File: src/rtl/spi_pkg.sv
// Shared constants and FSM state type for the SPI mode-0 master.
package spi_pkg;
   localparam int SPI_BYTE_W  = 8;
   localparam int SPI_MIN_DIV = 4;

   typedef enum logic [2:0] {
      IDLE,
      SETUP,
      HIGH,
      LOW,
      WAIT,
      HOLD,
      GAP
   } spi_mst_state_t;
endpackage

File: src/rtl/spi_phase_timer.sv
// Phase divider: counts CLK_DIV cycles while run is high and pulses phase_done
// in the last cycle of each phase.
module spi_phase_timer #(
   parameter int CLK_DIV = 4
) (
   input  logic clk,
   input  logic rst,
   input  logic run,
   output logic phase_done
);
   localparam int CNT_W = $clog2(CLK_DIV);
   localparam logic [CNT_W-1:0] CNT_LAST = CNT_W'(CLK_DIV - 1);

   logic [CNT_W-1:0] cnt;

   assign phase_done = run && (cnt == CNT_LAST);

   // Parked at zero while not running, so every phase starts from a fresh count.
   always_ff @(posedge clk) begin
      if (rst || !run || phase_done) cnt <= '0;
      else                           cnt <= cnt + 1'b1;
   end
endmodule

File: src/rtl/spi_master.sv
// SPI mode-0 master: MSB-first 8-bit frames, active-low SSEL held across
// multi-byte messages, received byte returned on a one-cycle rx_valid pulse.
module spi_master
   import spi_pkg::*;
#(
   parameter int CLK_DIV = 4
) (
   input  logic                  clk,
   input  logic                  rst,
   input  logic [SPI_BYTE_W-1:0] tx_data,
   input  logic                  tx_valid,
   input  logic                  tx_last,
   output logic                  tx_ready,
   output logic [SPI_BYTE_W-1:0] rx_data,
   output logic                  rx_valid,
   output logic                  busy,
   output logic                  SCK,
   output logic                  SSEL,
   output logic                  MOSI,
   input  logic                  MISO
);
   if (CLK_DIV < SPI_MIN_DIV) begin : g_bad_div
      $error("spi_master: CLK_DIV must be at least SPI_MIN_DIV");
   end

   spi_mst_state_t        state;
   logic [SPI_BYTE_W-1:0] shreg;
   logic [2:0]            bit_cnt;
   logic                  last_r;
   logic                  run;
   logic                  phase_done;
   logic                  accept;

   assign tx_ready = (state == IDLE) || (state == WAIT);
   assign busy     = (state != IDLE);
   assign accept   = tx_valid && tx_ready;
   assign run      = state inside {SETUP, HIGH, LOW, HOLD, GAP};

   spi_phase_timer #(.CLK_DIV(CLK_DIV)) u_timer (
      .clk        (clk),
      .rst        (rst),
      .run        (run),
      .phase_done (phase_done)
   );

   // NOTE: non-blocking assignments throughout, so every branch reads pre-edge state.
   always_ff @(posedge clk) begin
      if (rst) begin
         state    <= IDLE;
         SCK      <= 1'b0;
         SSEL     <= 1'b1;
         MOSI     <= 1'b0;
         rx_data  <= '0;
         rx_valid <= 1'b0;
         shreg    <= '0;
         bit_cnt  <= '0;
         last_r   <= 1'b0;
      end else begin
         rx_valid <= 1'b0;
         case (state)
            IDLE: if (accept) begin
               shreg   <= tx_data;
               last_r  <= tx_last;
               bit_cnt <= '0;
               SSEL    <= 1'b0;
               MOSI    <= tx_data[SPI_BYTE_W-1];
               state   <= SETUP;
            end
            SETUP, LOW: if (phase_done) begin
               // MISO enters at the LSB as the outgoing MSB leaves; MOSI keeps its own copy.
               SCK   <= 1'b1;
               shreg <= {shreg[SPI_BYTE_W-2:0], MISO};
               state <= HIGH;
            end
            HIGH: if (phase_done) begin
               SCK     <= 1'b0;
               bit_cnt <= bit_cnt + 3'd1;
               if (bit_cnt == 3'd7) begin
                  rx_data  <= shreg;
                  rx_valid <= 1'b1;
                  state    <= last_r ? HOLD : WAIT;
               end else begin
                  MOSI  <= shreg[SPI_BYTE_W-1];
                  state <= LOW;
               end
            end
            WAIT: if (accept) begin
               shreg  <= tx_data;
               last_r <= tx_last;
               MOSI   <= tx_data[SPI_BYTE_W-1];
               state  <= LOW;
            end
            HOLD: if (phase_done) begin
               SSEL  <= 1'b1;
               state <= GAP;
            end
            GAP: if (phase_done) state <= IDLE;
            default: state <= IDLE;
         endcase
      end
   end
endmodule

File: config.mk
export PLATFORM = sky130hd
export DESIGN_NAME = spi_master
export DESIGN_NICKNAME = d
export VERILOG_FILES = /design/src/rtl/spi_pkg.sv /design/src/rtl/spi_phase_timer.sv /design/src/rtl/spi_master.sv
export SDC_FILE = /design/constraint.sdc
export NUM_CORES = 1
export LEC_CHECK = 0
export ABC_CLOCK_PERIOD_IN_PS = 1900
export BUFFER_PORTS_ARGS = -buffer_cell sky130_fd_sc_hd__buf_2
export CAP_MARGIN = 20
export CORE_UTILIZATION = 47
export DETAILED_ROUTE_END_ITERATION = 6
export GPL_ROUTABILITY_DRIVEN = 0
export PLACE_DENSITY_LB_ADDON = 0.12
export SYNTH_ARGS = -nofsm -noshare
export SYNTH_HDL_FRONTEND = slang
export SYNTH_SLANG_ARGS = --single-unit
File: constraint.sdc
create_clock -name clk -period 1.9 [get_ports clk]
set_input_delay 0.095 -clock clk [delete_from_list [all_inputs] [get_ports clk]]
set_output_delay 0.095 -clock clk [all_outputs]
set_load 0.05 [all_outputs]
Yosys cells after proc, flatten, opt, wreduce, memory -nomap -nowiden
Index checks and enable logic that the tools add are counted.
{ "op_classes": {"bitwise": 2, "n_addsub": 2, "reduce_logical": 25, "mux": 25, "eq_ne": 16} }
{ "op_table": {"columns": ["cell", "n"], "rows": [
  ["$mux 3", 9],
  ["$pmux 3 s6", 1],
  ["$mux 8", 2],
  ["$pmux 8 s2", 1],
  ["$reduce_and 3->1", 5],
  ["$eq 3x3->1 const B", 4],
  ["$ne 2x1->1 const B", 5],
  ["$reduce_bool 2->1", 5],
  ["$mux 1", 8],
  ["$eq 3x2->1 const B", 2],
  ["$ne 2x2->1 const B", 3],
  ["$pmux 1 s2", 3],
  ["$pmux 3 s2", 1],
  ["$reduce_and 6->1", 1],
  ["$reduce_bool 5->1", 1],
  ["$reduce_and 4->1", 1],
  ["$reduce_or 2->1", 2],
  ["$add 3x1->3 const B", 1],
  ["$eq 3x1->1 const B", 1],
  ["$logic_not 3->1", 1],
  ["$logic_or 1x1->1", 3],
  ["$reduce_bool 3->1", 1],
  ["$reduce_or 3->1", 1],
  ["$add 2x1->2 const B", 1],
  ["other kinds (5)", 7]
]} }
{ "word_totals": {"output_inout_bits": 14, "elab_cells": 80, "regBits": 29, "in_bits": 13} }

Logic depth before layout (Yosys ltp)
{ "depth": {"word_depth": 5, "depth_mapped": 6, "ltp_nobuf": 5} }

Hierarchy
A second synthesis with hierarchy kept.
{ "hier_totals": {"cells_unflattened": 163, "hier_area_um2": 1471.4} }
{ "by_module_without_submodules": {"columns": ["mod", "cells_per_inst", "area_per_inst_um2", "n_inst", "seq_area_each_um2"], "rows": [
  ["spi_master", 157, 1385.1, 1, 540.5],
  ["spi_phase_timer", 6, 86.3, 1, 40.0]
]} }

Worst setup path after synthesis
OpenSTA, ideal clock, no wires.
{ "synth_path": {"path_kind": "flip-flop to flip-flop", "start": "reg state[1]", "end": "reg shreg[0]", "path_stages_with_launch": 6, "n_path_buf": 2, "setup_time_ps": 88, "required_time_ps": 1812, "synth_period_minus_slack_ps": 1642, "setup_slack_ps": 258, "arrival_ps": 1554, "cell_sequence": "dfxtp_1 -> buf_2 -> buf_2 -> nor2_2 -> nand2_1 -> a311oi_2"} }
{ "synth_between": {"elab_chain_cells": 5, "word_cells_on_any_way": 18, "classes_between": "eq/ne: 8; mux: 1; reduce/logical: 9"} }
{ "synth_lines": {"columns": ["element", "line", "text"], "rows": [
  ["start, declared", "spi_master.sv:26", "spi_mst_state_t state;"],
  ["start signal, assigned", "spi_master.sv:81", "state <= last_r ? HOLD : WAIT;"],
  ["$eq 3x3->1 or $logic_not 3->1 (tied branches)", "spi_master.sv:34", "assign tx_ready = (state == IDLE) || (state == WAIT);"],
  ["$logic_or 1x1->1 *", "spi_master.sv:34", null],
  ["net tx_ready", "spi_master.sv:13", "output logic tx_ready,"],
  ["$logic_and 1x1->1 *", "spi_master.sv:36", "assign accept = tx_valid && tx_ready;"],
  ["$ne 2x1->1 (no line) *", null, null],
  ["$reduce_and 3->1 (no line) *", null, null],
  ["end signal, assigned", "spi_master.sv:62", "shreg <= tx_data;"],
  ["end signal, assigned", "spi_master.sv:72", "shreg <= {shreg[SPI_BYTE_W-2:0], MISO};"],
  ["end signal, assigned", "spi_master.sv:88", "shreg <= tx_data;"],
  ["end, declared", "spi_master.sv:27", "logic [SPI_BYTE_W-1:0] shreg;"]
]} }
The timed path passes the listed nets; every way through them passes the cells marked *.
A chain may end at the register's enable or synchronous reset.

Final worst setup path
{ "layout_path": {"start": "reg state[1]", "end": "out tx_ready"} }
{ "layout_between": {"elab_chain_cells": 2, "word_cells_on_any_way": 3, "classes_between": "eq/ne: 1; reduce/logical: 2"} }
{ "layout_lines": {"columns": ["element", "line"], "rows": [
  ["$eq 3x3->1 or $logic_not 3->1 (tied branches)", "spi_master.sv:34"],
  ["$logic_or 1x1->1 *", "spi_master.sv:34"],
  ["end, declared", "spi_master.sv:13"]
]} }
Every way passes the cells marked *; elsewhere a longest branch is shown, timed or not.

==> flow_metrics.py <==
metrics = {
    "run_status": {
        "status": "finished with violations",
        "violations": "DRC",
    },
    "setup_path": {
        "cp-startpoint": "state[1]",
        "endpoint_kind": "primary output",
        "worstReg2RegStart": "state[1]",
        "critical_path_arrival_ns": 1.66,
        "startpoint_type": "register",
        "critPathKind": "reg2out",
        "path_max_fanout": 22,
        "required_ns": 1.80,
    },
    "yosys": {
        "syn_area_um2": 1440,
        "avgSynthCellArea_um2": 8.97,
        "yosys-top-cells-area": "dfxtp_1 40%, a311oi_2 8.4%, o21ai_0 6.6%",
        "synth-warning-count": 0,
        "synth_fp_nets": 176,
        "synth-seq-cells": 29,
        "yosysTopAreaCell": "dfxtp_1",
        "ys_seq_area_share_pct": 40.5,
        "yosysTopAreaCellShare_pct": 40.5,
        "synthCells": 160,
        "yosysUniqueCellTypes": 38,
    },
    "global_route": {
        "grt_pass1_vias": 1191,
        "grt_max_degree": 30,
        "track_usage_pct": 21.9,
        "grt_pass1_wl_um": 5510,
        "grt_overflow": 0,
        "antenna_found_initial": 0,
    },
    "cts": {
        "cts.sinks": 29,
        "clk_pin_slew_ns": 0.09,
        "clockBufferDepth": 2,
        "cts_root_buf": "clkbuf_4",
        "cts-buffers-inserted": 5,
        "ctsHoldBuffers": 0,
        "cts_tree": "yes",
        "postCtsSetupBuffers": 0,
        "cts.htree.levels": 2,
        "post_cts_resized": 0,
        "clk_latency_ns": 0.33,
    },
    "sta": {
        "slew_headroom_pct": 52.3,
        "tightest_slew_ns": 0.715,
        "fin_hold_ws_ns": 0.00922,
        "fin_crit_ns": 1.76,
        "setup_viol_count_final": 0,
        "rsz0062_at_grt": "false",
        "finClkSkew_ns": 0.00662,
        "max_freq_mhz": 568,
        "fin_setup_tns_ns": 0,
        "hold_viol": 0,
        "slew_viol_final": 0,
        "period_share_pct": 92.6,
    },
    "worst_hold_path": {
        "hold_path.class": "in2reg",
        "hp-start": "tx_last",
    },
    "floorplan": {
        "die_area_um2": 3280,
        "rows": 19,
        "initial_core_util_pct": 50.7,
        "die_y_um": 57.3,
        "die_x_um": 57.3,
        "core_region_area_um2": 2830,
        "io_pins": 27,
    },
    "routing": {
        "wl_per_cell_um": 14.8,
        "dr.pass1.iters": 6,
        "drt_iter0_drc": 56,
        "num_vias": 1282,
        "antenna_left": 0,
        "drc": 2,
        "routed_wl_um": 3190,
        "routed_via_density": 5.94,
    },
    "final_layout": {
        "drive_gt1_share_pct": 28.6,
        "fin_util_pct": 58.0,
        "area_delta_synth_final_pct": 14.3,
        "final_cells": 216,
        "layout.nets": 200,
        "antenna_cells": 0,
    },
    "placement": {
        "dp_hpwl_um": 2220,
        "dp.cells": 208,
        "port_buffers": 26,
    },
    "flow_run": {
        "drv_cap": 0,
    },
    "pwr": {
        "vdd_drop_max_uv": 592,
        "leakage_nw": 0.658,
        "power.density_nw_per_um2": 856,
        "finalPower_w": 0.00140,
    },
}
-- final cells by class --
| type | instances | area [um2] |
|---|---|---|
| flip-flops and latches | 29 | 581 |
| inverters | 2 | 7.51 |
| clock buffers | 7 | 65.1 |
| well taps | 31 | 38.8 |
| repair buffers | 32 | 175 |
| multi-input cells | 114 | 768 |
| clock inverters | 1 | 5.00 |
| fillers | 263 | 1190 |
-- kinds of logic after synthesis --
family	Yosys count	share of synthesized area [%]
buffers and inverters	17	6.02
multiplexers	4	2.88
AND/OR/NAND/NOR	59	23.9
AO/OA/AOI/OAI	48	24.2
adder cells (fa/ha/maj)	3	2.62
flip-flops	29	40.5
-- metrics by stage --
step           setup WS [ns]  area [um2]
2_1_floorplan          0.258        1440
5_1_grt               0.0221        1640
4_1_cts                0.132        1640
6_report               0.141        1640
3_5_place_dp           0.202        1570
3_3_place_gp           0.279        1570
-- layout by cell type, fill, tap and decap left out, drive strengths merged, types with 5 or more instances in the layout --
cell,n
o21ai,19
clkbuf,7
nand3,9
nor3,11
dfxtp,29
a21oi,12
nand2,11
nor2b,7
nor2,5
a311oi,9
buf,32
-- path summary, 6_finish.rpt --
path	end	slack, ns	cells past startpoint
worst min register to register	rx_data[5]	0.48	2
worst max-delay path	tx_ready	0.14	2
worst min-delay path	last_r	0.009	3
worst max register to register	rx_data[1]	0.17	3
-- flip-flops by register name (all words and copies together), names as in the netlist --
signal,count
rx_valid,1
rx_data,8
state,3
MOSI,1
SSEL,1
bit_cnt,3
u_timer.cnt,2
SCK,1
shreg,8
last_r,1
-- per-layer routing --
metal  GRT usage (%)  vias up  share of wire (%)
li1                -      629                  -
met4            9.06        0                2.0
met2            32.3       30                 44
met3            6.12        9                5.1
met5               0        -                  0
met1            30.3      614                 49
-- synth_stat cells --
cell	count
nor2_1	4
mux2_2	1
mux2i_1	3
a311oi_1	1
o31ai_1	2
nand2b_1	2
o21ai_0	19
nor2b_1	7
inv_1	2
a21oi_1	12
a31oi_1	1
nand2_1	11
dfxtp_1	29
and3b_1	3
ha_1	3
nand3_1	9
buf_2	6
nand4bb_1	1
nor3b_2	1
nor2_2	1
a311oi_2	8
or3_4	1
and3_1	1
a2111oi_0	1
clkbuf_1	6
a21o_1	1
nand3b_1	2
nor4bb_1	1
nor3_1	11
and4bb_2	1
buf_6	2
buf_1	1
or2_1	1
a221o_1	1
or2_0	1
o21bai_1	1
a211oi_1	1
and2_1	1
-- where the power goes --
group / switching (W) / internal (W) / total, W / leakage [nW]
sequential: 0.0000490 / 0.000645 / 0.000694 / 0.236
combinational: 0.000167 / 0.000110 / 0.000277 / 0.381
clock: 0.000219 / 0.000214 / 0.000433 / 0.0413
-- critical path, stage by stage, from the launching register on --
cell and delay, ns:
dfxtp_1 0.54, nor2_2 0.44, buf_2 0.34
No activity file was read; power rests on OpenSTA's default activity.
